`config.mk`:
```
export PLATFORM = sky130hd
export DESIGN_NAME = mem_access
export DESIGN_NICKNAME = d
export VERILOG_FILES = /design/src/rtl/mem_access.sv
export SDC_FILE = /design/constraint.sdc
export NUM_CORES = 1
export LEC_CHECK = 0
export CAP_MARGIN = 20
export CORE_UTILIZATION = 45
export CTS_BUF_LIST = sky130_fd_sc_hd__clkbuf_8 sky130_fd_sc_hd__clkbuf_16
export CTS_CLUSTER_SIZE = 40
export DETAILED_ROUTE_END_ITERATION = 12
export PLACE_DENSITY = 0.85
export SYNTH_ARGS = -nofsm -noshare
export SYNTH_HDL_FRONTEND = slang
export SYNTH_SLANG_ARGS = --single-unit
```
`constraint.sdc`:
```
create_clock -name clk -period 3.35 [get_ports clk]
set_input_delay 0.8375 -clock clk [delete_from_list [all_inputs] [get_ports clk]]
set_output_delay 0.8375 -clock clk [all_outputs]
set_load 0.01 [all_outputs]
```
`src/rtl/mem_access.sv`:
```
// Memory-access stage: registers ALU results through to writeback and runs
// single outstanding load/store transactions against the data memory.
module mem_access #(
  parameter int ADDR_W  = 16,
  parameter int DATA_W  = 32,
  parameter int TIMEOUT = 255
) (
  input  logic              clk,
  input  logic              rst,
  input  logic              valid_i,
  input  logic              wb_en_i,
  input  logic [3:0]        rd_addr_i,
  input  logic [DATA_W-1:0] result_i,
  input  logic [DATA_W-1:0] st_data_i,
  input  logic              ctrl_ld_i,
  input  logic              ctrl_st_i,
  output logic              stall_o,
  output logic              dmem_req_o,
  output logic              dmem_we_o,
  output logic [ADDR_W-1:0] dmem_addr_o,
  output logic [DATA_W-1:0] dmem_wdata_o,
  input  logic              dmem_ready_i,
  input  logic [DATA_W-1:0] dmem_rdata_i,
  input  logic              dmem_rvalid_i,
  output logic              wb_en_o,
  output logic [3:0]        rd_addr_o,
  output logic [DATA_W-1:0] wb_data_o,
  output logic              err_o
);

  localparam int CNT_W = $clog2(TIMEOUT + 1);

  typedef enum logic [1:0] {IDLE, REQ, RESP} state_t;

  typedef struct packed {
    logic              req;
    logic              we;
    logic [ADDR_W-1:0] addr;
    logic [DATA_W-1:0] wdata;
  } dmem_req_t;

  typedef struct packed {
    logic              en;
    logic [3:0]        rd;
    logic [DATA_W-1:0] data;
  } wb_t;

  state_t     state_q, state_d;
  dmem_req_t  mreq_q, mreq_d;
  wb_t        wb_q, wb_d;
  logic [3:0] rd_q, rd_d;
  logic [CNT_W-1:0] cnt_q, cnt_d;
  logic       err_q, err_d;
  logic       expire;
  logic       unused_hi;

  assign unused_hi = ^result_i[DATA_W-1:ADDR_W];

  // Watchdog fires on the edge that would bring the count to TIMEOUT.
  assign expire = (cnt_q == CNT_W'(TIMEOUT - 1));

  always_comb begin
    state_d = state_q;
    mreq_d  = mreq_q;
    wb_d    = wb_q;
    wb_d.en = 1'b0;
    rd_d    = rd_q;
    cnt_d   = cnt_q;
    err_d   = err_q;
    case (state_q)
      IDLE: begin
        if (valid_i) begin
          if (ctrl_ld_i || ctrl_st_i) begin
            rd_d         = rd_addr_i;
            mreq_d.req   = 1'b1;
            mreq_d.we    = ctrl_st_i & ~ctrl_ld_i;
            mreq_d.addr  = result_i[ADDR_W-1:0];
            mreq_d.wdata = st_data_i;
            cnt_d        = '0;
            state_d      = REQ;
          end else begin
            wb_d.en   = wb_en_i;
            wb_d.rd   = rd_addr_i;
            wb_d.data = result_i;
          end
        end
      end
      REQ: begin
        if (dmem_ready_i) begin
          mreq_d.req = 1'b0;
          mreq_d.we  = 1'b0;
          cnt_d      = '0;
          state_d    = mreq_q.we ? IDLE : RESP;
        end else if (expire) begin
          mreq_d.req = 1'b0;
          mreq_d.we  = 1'b0;
          err_d      = 1'b1;
          state_d    = IDLE;
        end else begin
          cnt_d = cnt_q + CNT_W'(1);
        end
      end
      RESP: begin
        if (dmem_rvalid_i) begin
          wb_d.en   = 1'b1;
          wb_d.rd   = rd_q;
          wb_d.data = dmem_rdata_i;
          state_d   = IDLE;
        end else if (expire) begin
          err_d   = 1'b1;
          state_d = IDLE;
        end else begin
          cnt_d = cnt_q + CNT_W'(1);
        end
      end
      default: state_d = IDLE;
    endcase
  end

  always_ff @(posedge clk or negedge rst) begin
    if (!rst) begin
      state_q <= IDLE;
      mreq_q  <= '0;
      wb_q    <= '0;
      rd_q    <= '0;
      cnt_q   <= '0;
      err_q   <= 1'b0;
    end else begin
      state_q <= state_d;
      mreq_q  <= mreq_d;
      wb_q    <= wb_d;
      rd_q    <= rd_d;
      cnt_q   <= cnt_d;
      err_q   <= err_d;
    end
  end

  assign stall_o      = (state_q != IDLE);
  assign dmem_req_o   = mreq_q.req;
  assign dmem_we_o    = mreq_q.we;
  assign dmem_addr_o  = mreq_q.addr;
  assign dmem_wdata_o = mreq_q.wdata;
  assign wb_en_o      = wb_q.en;
  assign rd_addr_o    = wb_q.rd;
  assign wb_data_o    = wb_q.data;
  assign err_o        = err_q;

endmodule

```
==> results.md <==
* Run status: finished clean
* Antenna-violating nets left at 0
* Count of state elements after synthesis at 102
* Critical path launch point type: flop
* Wirelength per Cell at 16.8 microns
* Post-synthesis adder-cell area fraction at 0.0168
* Die X at ~100 microns
* Post-synthesis share of cell area spent on xor and xnor gates at 0
* Via count of the first global-routing pass at ~3700
* Port Buf Inserts at 196
* Asr flop ratio synth at 1.00
* Fraction of post-synthesis cell area in the top cell type by area at 0.572
* Area growth from synthesis to layout at 50.3%
* Average vias per placed instance at 5.28
* Final hold slack at 487 ps
* Drt initial violations at between 100 and 150
* Filler instances at between 600 and 700
* Final worst path period share at 0.796
* Total inserted antenna cells at 0
* Overall routed net length at between 10 and 15 mm
* Synth Warn # at 0
* Predominant post-synthesis flop cell: sky130_fd_sc_hd__dfrtp_1
* Upper clock frequency limit at 375 MHz
* Floorplan row count at 35
* Kind of critical path: reg2out
* Minimum period implied by the final worst setup slack at 2670 ps
* Clock Skews at between 9 and 10 ps
* Worst skew pair latency at ~360 ps
* Total of hold buffers inserted after clock tree synthesis at 0
* Clock sink count at 102
* Max-slew violations at 0
* Maximum clock path buffer count at 2
* TritonCTS clock tree: yes
* Max-Slew Margin vs Limit at 0.508
* Total nets after synthesis at between 400 and 500
* Core box area at ~9400 sq um
* Most numerous cell in the Yosys netlist: sky130_fd_sc_hd__dfrtp_1
* Worst slew pin tran at 738 ps
* Boundary Pins at 197
* Part of the Yosys area used for sequential elements at 0.572
* Multiplexer share of the synthesized area at 0.140
* Antenna violations before repair at 0
* Unrepaired setup endpoints after global routing: no
* Power density cells at 795 nW/um^2
* Post-synthesis compound-gate area fraction at 0.158
* Total grt overflow at 0
* Reg clk slew, reported paths at 100 ps
* First-pass GRT wire length at 18.1 mm
* Number of instances in the synthesized netlist at 367
* Detailed-route DRC error count at 0
* Number of H-tree branching levels at 3
* Setup violators final at 0
* Hold Violations, Final at 0
* Post-CTS Setup Repair Bufs at 0
* Main area contributors after synthesis: sky130_fd_sc_hd__dfrtp_1 57%, sky130_fd_sc_hd__mux2_2 11%, sky130_fd_sc_hd__a22oi_1 6.2%
* Layout Nets at 673
* GRT Overall Usage at 0.230
* Number of max-capacitance violations reported at 0
* Placed wire-length estimate after detailed placement at 8.47 mm
* Post-synth EDFFs at 0
* Largest area contributor in the synthesized netlist: sky130_fd_sc_hd__dfrtp_1
* Pre-antenna DRT Iters at 4
* Unique cell type count in the Yosys netlist at 39
* Die Footprint at roughly 10000 sq um
* Maximum resistive drop on vdd at 437 uV
* Maximum number of pins on one net before global-route repair at 73
* Mean instance size in the synthesized netlist at 12.2 sq um
* Post_cts resized at 0
* Leakage Power at 2.79 nW
* Simple logic cell fraction of the synthesized area at 0.0763
* Last weighted congestion value of the routability-driven placer at 0.844
* Library cell used as clock root buffer: sky130_fd_sc_hd__clkbuf_8
* Critical path data arrival time at 1830 ps
* Share of post-route cells with drive strength above 1 at 0.147
* Dominant combinational cell family by area after synthesis: compound AO/OA/AOI/OAI gates
* Starting density of the core at 0.474
* Required time of the worst setup path at 2510 ps
* Critical Path End Type: output port
* Synthesized area at about 4500 sq um
* Die Height at between 100 and 150 microns
* Area occupied by multi-input gates at 1750 sq um
* Total clock buffers created by CTS at 9
* Class of the tightest hold or removal check: reg2reg
* Maximum fanout count along the critical path at 7
* Area taken by flip-flops and latches at 2550 sq um
* Most frequent cells after synthesis: 102 x sky130_fd_sc_hd__dfrtp_1, 48 x sky130_fd_sc_hd__o21ai_0, 45 x sky130_fd_sc_hd__mux2_2
* Total number of vias at 3662
* TNS Setup at 0 ps
sequential cells by signal (all words and copies together) (netlist names):
signal / count
dmem_wdata_o: 32
wb_data_o: 32
dmem_addr_o: 16
cnt_q: 8
rd_addr_o: 4
rd_q: 4
state_q: 2
dmem_req_o: 1
dmem_we_o: 1
err_o: 1
wb_en_o: 1
placed cells by master (no fill, tap or decap), types with 3 or more instances in the layout:
cell and count:
sky130_fd_sc_hd__nor2b_1 3, sky130_fd_sc_hd__nand3_1 3, sky130_fd_sc_hd__a22o_1 6, sky130_fd_sc_hd__and4_1 3
sky130_fd_sc_hd__nor2_1 3, sky130_fd_sc_hd__a21oi_1 3, sky130_fd_sc_hd__buf_4 5, sky130_fd_sc_hd__ha_1 6
sky130_fd_sc_hd__clkdlybuf4s50_1 195, sky130_fd_sc_hd__a22oi_1 37, sky130_fd_sc_hd__o21ai_0 48, sky130_fd_sc_hd__o31ai_1 3
sky130_fd_sc_hd__mux2_2 45, sky130_fd_sc_hd__and3_1 3, sky130_fd_sc_hd__mux2_4 7, sky130_fd_sc_hd__nand2_1 42
sky130_fd_sc_hd__clkbuf_8 9, sky130_fd_sc_hd__dfrtp_1 102, sky130_fd_sc_hd__inv_1 7
worst paths after layout:
check                               from        endpoint  slack (ps)  cells past startpoint
max                           state_q[0]         stall_o         680                      4
max reg2reg                   state_q[0]       dmem_we_o        1250                      7
min                        wb_data_o[13]   wb_data_o[13]         490                      2
min reg2reg                wb_data_o[13]   wb_data_o[13]         490                      2
max in group asynchronous            rst    wb_data_o[2]        2100                      2
min in group asynchronous            rst  dmem_addr_o[4]         500                      1
layout make-up:
class | instances | share of cell area
multi-input cells | 236 | 0.261
well taps | 129 | 0.0241
inverters | 8 | 0.00448
repair buffers | 202 | 0.303
clock inverters | 7 | 0.00840
flip-flops and latches | 102 | 0.381
clock buffers | 9 | 0.0185
kinds of logic (layout without fill, tap and decap cells):
kind of cell	count (synthesis)	in the layout
compound gates	108	108
flops	102	102
simple gates	69	69
mux	53	53
buf+inv	29	226
fa+ha+maj	6	6
report_power, final:
group          total (W)  switching [W]  internal (W)
Clock           0.000723       0.000442      0.000281
Sequential       0.00204       0.000291       0.00175
Combinational    0.00257        0.00108       0.00148
worst max-delay path, cell delays in order, from the launching register on:
cell	delay, ps
sky130_fd_sc_hd__dfrtp_1	410
sky130_fd_sc_hd__inv_1	80
sky130_fd_sc_hd__ha_1	290
sky130_fd_sc_hd__inv_2	120
sky130_fd_sc_hd__clkdlybuf4s50_1	560
stage by stage:
stage	area [sq um]	setup slack, ps	util	power (W)	cells
6_report	6710	684	0.712	0.00533	693
5_1_grt	6710	580	0.712	0.00567	693
3_5_place_dp	6530	588	0.693	0.00464	677
3_3_place_gp	6530	640	0.693	0.00454	677
4_1_cts	6710	664	0.712	0.00538	693
2_1_floorplan	4460	1390	-	0.00325	367
per-layer routing:
| metal | vias to the layer above | track usage | share of wire |
|---|---|---|---|
| met5 | - | 0 | 0 |
| met4 | 0 | 0.0970 | 0.021 |
| met3 | 20 | 0.0676 | 0.083 |
| met2 | 147 | 0.399 | 0.50 |
| met1 | 1765 | 0.264 | 0.40 |
| li1 | 1730 | - | - |
No activity file was read; power rests on OpenSTA's default activity.
